--- config.mk ---
export PLATFORM = sky130hd
export DESIGN_NAME = custom_led
export DESIGN_NICKNAME = d
export VERILOG_FILES = /design/src/rtl/custom_led_pkg.sv /design/src/rtl/custom_led_blinker.sv /design/src/rtl/custom_led.sv
export SDC_FILE = /design/constraint.sdc
export NUM_CORES = 1
export LEC_CHECK = 0
export CAP_MARGIN = 20
export CORE_MARGIN = 4
export CORE_UTILIZATION = 30
export DETAILED_ROUTE_END_ITERATION = 12
export PLACE_DENSITY = 0.76
export SETUP_SLACK_MARGIN = 0.1
export SLEW_MARGIN = 20
export SYNTH_ARGS = -nofsm -noshare
export SYNTH_HDL_FRONTEND = slang
export SYNTH_SLANG_ARGS = --single-unit
--- constraint.sdc ---
create_clock -name clk -period 1.15 [get_ports clk]
set_input_delay 0.23 -clock clk [delete_from_list [all_inputs] [get_ports clk]]
set_output_delay 0.23 -clock clk [all_outputs]
set_load 0.01 [all_outputs]
--- src/rtl/custom_led_pkg.sv ---
// custom_led_pkg: shared constants for the custom_led register block.
//   LED_W_DEFAULT       default LED count / register width
//   ADDR_DATA/SET/CLR   word addresses of the DATA, SET and CLEAR registers
//   ADDR_BLINK          word address of the BLINK mask register
package custom_led_pkg;

   localparam int unsigned LED_W_DEFAULT = 10;

   localparam logic [1:0] ADDR_DATA  = 2'd0;
   localparam logic [1:0] ADDR_SET   = 2'd1;
   localparam logic [1:0] ADDR_CLR   = 2'd2;
   localparam logic [1:0] ADDR_BLINK = 2'd3;

endpackage

--- src/rtl/custom_led_blinker.sv ---
// custom_led_blinker: blink prescaler; phase toggles every BLINK_DIV clk cycles.
// Only compiled when CUSTOM_LED_BLINK_EN is defined.
//   clk      clock
//   reset_n  asynchronous active-low reset
//   phase    registered blink phase bit
`ifdef CUSTOM_LED_BLINK_EN
module custom_led_blinker #(
   parameter int unsigned BLINK_DIV = 25000000
) (
   input  logic clk,
   input  logic reset_n,
   output logic phase
);

   localparam int unsigned    CNT_W   = (BLINK_DIV > 1) ? $clog2(BLINK_DIV) : 1;
   localparam logic [CNT_W-1:0] CNT_MAX = CNT_W'(BLINK_DIV - 1);

   logic [CNT_W-1:0] cnt;

   // Prescaler 0..BLINK_DIV-1; phase flips on each wrap
   always_ff @(posedge clk or negedge reset_n) begin
      if (!reset_n) begin
         cnt   <= '0;
         phase <= 1'b0;
      end else if (cnt == CNT_MAX) begin
         cnt   <= '0;
         phase <= ~phase;
      end else begin
         cnt   <= cnt + CNT_W'(1);
      end
   end

endmodule
`endif

--- src/rtl/custom_led.sv ---
// custom_led: memory-mapped LED register block (DATA / SET / CLEAR / BLINK).
// Optional blink feature compiled in by macro CUSTOM_LED_BLINK_EN.
//   clk, reset_n          clock, asynchronous active-low reset
//   chipselect, address   slave select, 2-bit word address
//   read, write           access strobes
//   writedata, readdata   32-bit data; bits above LED_W-1 ignored / read 0
//   led_out               registered active-high LED drive
module custom_led
   import custom_led_pkg::*;
#(
   parameter int unsigned LED_W     = LED_W_DEFAULT,
   parameter int unsigned BLINK_DIV = 25000000
) (
   input  logic             clk,
   input  logic             reset_n,
   input  logic             chipselect,
   input  logic [1:0]       address,
   input  logic             read,
   input  logic             write,
   input  logic [31:0]      writedata,
   output logic [31:0]      readdata,
   output logic [LED_W-1:0] led_out
);

   logic             wr_en;
   logic [LED_W-1:0] wd;
   logic [LED_W-1:0] data;
   logic [LED_W-1:0] blink_mask;
   logic             unused_wd;

   assign wr_en     = chipselect & write;
   assign wd        = writedata[LED_W-1:0];
   // Upper writedata bits are deliberately dropped
   assign unused_wd = ^writedata;

`ifdef CUSTOM_LED_BLINK_EN
   logic [LED_W-1:0] blink;
   logic             phase;

   custom_led_blinker #(
      .BLINK_DIV (BLINK_DIV)
   ) u_blinker (
      .clk     (clk),
      .reset_n (reset_n),
      .phase   (phase)
   );

   assign blink_mask = blink & {LED_W{phase}};

   // BLINK mask register
   always_ff @(posedge clk or negedge reset_n) begin
      if (!reset_n) begin
         blink <= '0;
      end else if (wr_en && (address == ADDR_BLINK)) begin
         blink <= wd;
      end
   end
`else
   assign blink_mask = '0;
`endif

   // DATA register and registered LED drive (one cycle behind DATA)
   always_ff @(posedge clk or negedge reset_n) begin
      if (!reset_n) begin
         data    <= '0;
         led_out <= '0;
      end else begin
         if (wr_en) begin
            case (address)
               ADDR_DATA: data <= wd;
               ADDR_SET:  data <= data | wd;
               ADDR_CLR:  data <= data & ~wd;
               default:   ;
            endcase
         end
         led_out <= data ^ blink_mask;
      end
   end

   // Zero-latency read mux; shows pre-write values on a simultaneous write
   always_comb begin
      readdata = '0;
      if (chipselect && read) begin
         case (address)
            ADDR_DATA, ADDR_SET, ADDR_CLR: readdata = 32'(data);
`ifdef CUSTOM_LED_BLINK_EN
            ADDR_BLINK:                    readdata = 32'(blink);
`endif
            default:                       readdata = '0;
         endcase
      end
   end

endmodule

==> Word level (Yosys, flattened, before mapping) <==
Cells that the tools add are included.
{ "word_totals": {"wordCells": 16, "out_inout_bits": 42, "input_bits": 39, "ff_bits": 20} }
{ "op_classes": {"n_reduce_logical": 5, "muxes": 3, "n_bitwise": 4, "eq_ne": 2} }
{ "ops": {"columns": ["operator", "n"], "rows": [
  ["case mux 10 bit (3 select lines)", 1],
  ["two-way mux 10 bit", 2],
  ["bitwise AND 10 bit", 1],
  ["NOT 10 bit", 1],
  ["OR 10 bit", 1],
  ["nonzero test 3 bit", 1],
  ["OR reduction 3 bit", 1],
  ["equality test 2 x 1 -> 1 bit, second input constant", 1],
  ["equality test 2 bit, second input constant", 1],
  ["zero test 2 bit", 1],
  ["AND reduction 2 bit", 1],
  ["bitwise AND 1 bit", 1],
  ["logical AND 1 bit", 1]
]} }

==> Longest topological paths before layout <==
{ "logic_depth": {"ltp_word": 4, "depth_mapped": 6, "depth_no_buf": 5} }

==> Least setup slack after synthesis <==
Ideal clock, no wire load.
{ "synth_path": {"path_type": "input -> register", "start": "in address[0]", "end": "reg data[0]", "stages": 6, "required_ns": 1.024, "setup_ns": 0.126, "setup_slack_ns": -0.074, "n_path_buf": 1, "arrival_ns": 1.098, "cell_sequence": "inv_1 ha_1 or2_1 buf_6 o22ai_1 a21oi_1"} }
{ "synth_via": {"elab_chain_len": 3, "word_cells_on_any_way": 6, "cone_classes": "eq/ne: 2; mux: 1; reduce/logical: 3"} }
{ "synth_lines": {"columns": ["item", "line_no", "text"], "rows": [
  ["start, declared", "custom_led.sv:17", "input logic [1:0] address,"],
  ["equality test 2 x 1 -> 1 bit (tied with other cells)", "custom_led.sv:69", "case (address)"],
  ["nonzero test 3 bit (no line)", null, null],
  ["AND reduction 2 bit (no line)", null, null],
  ["end signal, assigned", "custom_led.sv:70", "ADDR_DATA: data <= wd;"],
  ["end signal, assigned", "custom_led.sv:71", "ADDR_SET: data <= data | wd;"],
  ["end signal, assigned", "custom_led.sv:72", "ADDR_CLR: data <= data & ~wd;"],
  ["end, declared", "custom_led.sv:27", "logic [LED_W-1:0] data;"]
]} }
Several ways; a longest one is shown, not always the timed one.
A chain may end at the register's enable or synchronous reset.

==> Final worst setup path <==
{ "layout_path": {"start": "in address[1]", "end": "out readdata[0]"} }
{ "layout_via": {"elab_chain_len": 4, "word_cells_on_any_way": 6, "cone_classes": "eq/ne: 2; mux: 2; reduce/logical: 2"} }
{ "layout_lines": {"columns": ["item", "line_no", "text"], "rows": [
  ["equality test 2 x 1 -> 1 bit (tied with other cells)", "custom_led.sv:84", "case (address)"],
  ["OR reduction 3 bit *", "custom_led.sv:84", null],
  ["two-way mux 10 bit *", "custom_led.sv:84", null],
  ["two-way mux 10 bit *", "custom_led.sv:83", "if (chipselect && read) begin"],
  ["end, declared", "custom_led.sv:21", "output logic [31:0] readdata,"]
]} }
Every way passes the cells marked *; elsewhere a longest branch is shown, timed or not.

==> results.toml <==
[outcome]
status = "complete, but fails checks"
violations = "negative setup slack"

[finish]
most-common-layout-cells = "conb_1 (22), dfrtp_1 (20), a21oi_1 (16)"
layout.cells.most_common = "conb_1"
syn_to_final_growth_pct = 59.6
drive_above_1_share = 0.438
nFillCells = 309
fin_nets = 204
multi_input_area_um2 = 547
antenna_cells = 0
seq_area_um2 = 500

[critical_path]
crit_chain = "buf_8 > ha_4 > and3b_2 > buf_6 > buf_12 > and2_4 > buf_6"
crit_type = "primary input to output pin"
critPathCaptureType = "output pin"
required_ps = 920
critPathLaunch = "address[1]"
critPathMaxFanout = 5
reg2reg_from = "data[9]$_DFFE_PN0P_"
crit_path_start_kind = "primary input"
cp.arrival_ps = 1180
crit_slowest_cell = "and3b_2"
worst_path_most_repeated_cell = "buf_6"
slowest_delay_ps = 270

[floorplan]
core_um2 = 3390
die_x_um = 67.5
die_y_um = 67.5
ios = 81
die_area_um2 = 4560
start_util = 0.313
fp-row-count = 21

[power]
p_int_w = 0.00139
p_leak_nw = 0.800
finalPower_w = 0.00200
comb_power_share = 0.380
p_sw_frac = 0.302
vdd_drop_max_v = 0.000439
clockPowerShare = 0.158
p_switching_w = 0.000604
power_density_nw_per_um2 = 1180
seqPwrFrac = 0.463

[routing]
vias = 879
avgRoutedWirePerCell_um = 12.7
drt_iter0_markers = 30
first_pass_iters = 4
routed_wl_um = 2610
drc = 0
final_antenna_net_count = 0
viasPerCell = 4.27

[global_routing]
grt_overflow = 0
grt_max_degree = 21
grt_pass1_wl_um = 3550
grt_pass1_vias = 819
antenna_found_initial = 0
grt_usage = 0.105

[sta]
worst_slack_ps = -258
period_needed_ps = 1410
min_period_over_period = 1.22
grt_setup_unrepaired = "true"
clock-skew-final_ps = 0.442
fmax_mhz = 710
maxSlewViolCount = 0
tns_ps = -2080
finalSetupViolCount = 10
hold_viol = 0

[clock_network]
cts_buffer_depth = 2
cts_buffers = 3
hold_buffers = 0
clk_latency_ps = 290
cts_max_level = 1
cts_tree = "built"
cts_root_buf = "clkbuf_4"
clk_pin_slew_worst_paths_ps = 100
clock-sinks = 20

[placed_design]
hpwl_um = 1740
post-place-ws_ps = -1030
gp_congestion = 0.684
place.port_buffers = 36

[yosys]
syn_area_um2 = 1060
synth.distinct_cells = 18
synth.avg_cell_area_um2 = 9.93
syn_inst = 107
yosysWarningCount = 0
synth-seq-area-share = 0.471
ys_ff_latch = 20

[job]
max_cap_violations = 0

[worst_hold_path]
hold_class = "primary input to asynchronous set/reset pin"
-- path summary, 6_finish.rpt --
check / to / slack [ps] / cells after the start
worst max-delay path: readdata[0] / -260 / 7
worst min-delay path: data[8]$_DFFE_PN0P_ / 270 / 2
worst max register to register: data[9]$_DFFE_PN0P_ / 340 / 3
worst min register to register: led_out[6]$_DFF_PN0_ / 410 / 0
max in group asynchronous: data[1]$_DFFE_PN0P_ / 680 / 2
min in group clk: led_out[6]$_DFF_PN0_ / 410 / 0
-- layer usage --
layer,part of all wire,up-vias,global-route usage
li1,-,427,-
met1,0.37,407,0.114
met2,0.53,39,0.183
met3,0.083,6,0.0200
met4,0.014,0,0.0658
met5,0,-,0
-- power groups by stage --
| stage | Sequential [W] | Combinational, W | Clock (W) |
|---|---|---|---|
| 4_1_cts | 0.000924 | 0.000709 | 0.000329 |
| 3_3_place_gp | 0.000933 | 0.000711 | 0 |
| 5_1_grt | 0.000943 | 0.000824 | 0.000359 |
| 3_5_place_dp | 0.000940 | 0.000730 | 0 |
| 2_1_floorplan | 0.000982 | 0.000300 | 0 |
| 6_report | 0.000925 | 0.000759 | 0.000315 |
-- cells in the mapped netlist (all sizes together) --
cell type | n | area [um2]
nor2b | 9 | 56.3
buf | 25 | 189
inv | 2 | 7.51
nor2 | 2 | 7.51
ha | 3 | 37.5
dfrtp | 20 | 500
and2 | 10 | 62.6
clkinv | 1 | 3.75
o311a | 1 | 10.0
clkbuf | 1 | 3.75
o21ai | 1 | 5.00
a21oi | 19 | 95.1
or2 | 1 | 6.26
o22ai | 9 | 56.3
and3b | 2 | 17.5
conb | 1 | 3.75
-- critical path: cells and delay by family --
kind / cells / cell delay [ps]
buf+inv: 4 / 390
simple gates: 2 / 400
fa+ha+maj: 1 / 140
-- sequential cells by signal, indices dropped and copies added, names as in the netlist --
name and flops:
data 10, led_out 10
-- final cells by class --
cell class                 count  share of cell area
clock buffer                   3              0.0133
multi-input combinational     80               0.323
timing repair buffer          54               0.324
inverter                       3              0.0111
tap                           46              0.0339
sequential                    20               0.295
-- cells by family (layout without fill, tap and decap cells) --
group                    count (synthesis)  after routing  synth area share
AO/OA/AOI/OAI                           30             30             0.157
buffers and inverters                   29             60             0.192
AND/OR/NAND/NOR                         24             25             0.141
flip-flops                              20             20             0.471
adder cells (fa/ha/maj)                  3              3            0.0353
other                                    1             22           0.00353
-- timing repair --
item | 4_1_cts | 5_1_grt
buffers inserted | 3 | 0
cloned | 2 | 2
pin swaps | 8 | 2
gates resized for setup | 115 | 13
setup endpoints to repair | 30 | 29
-- stage by stage --
step | instance area, um2 | hold slack (ps) | utilization | std cells
global placement | 1550 | 389 | 0.457 | 198
CTS | 1620 | 273 | 0.479 | 205
detailed placement | 1550 | 392 | 0.457 | 198
global route | 1700 | 281 | 0.500 | 206
finish | 1700 | 267 | 0.500 | 206
floorplan | 1200 | -65.6 | - | 128
Power figures use the tool's default switching activity.
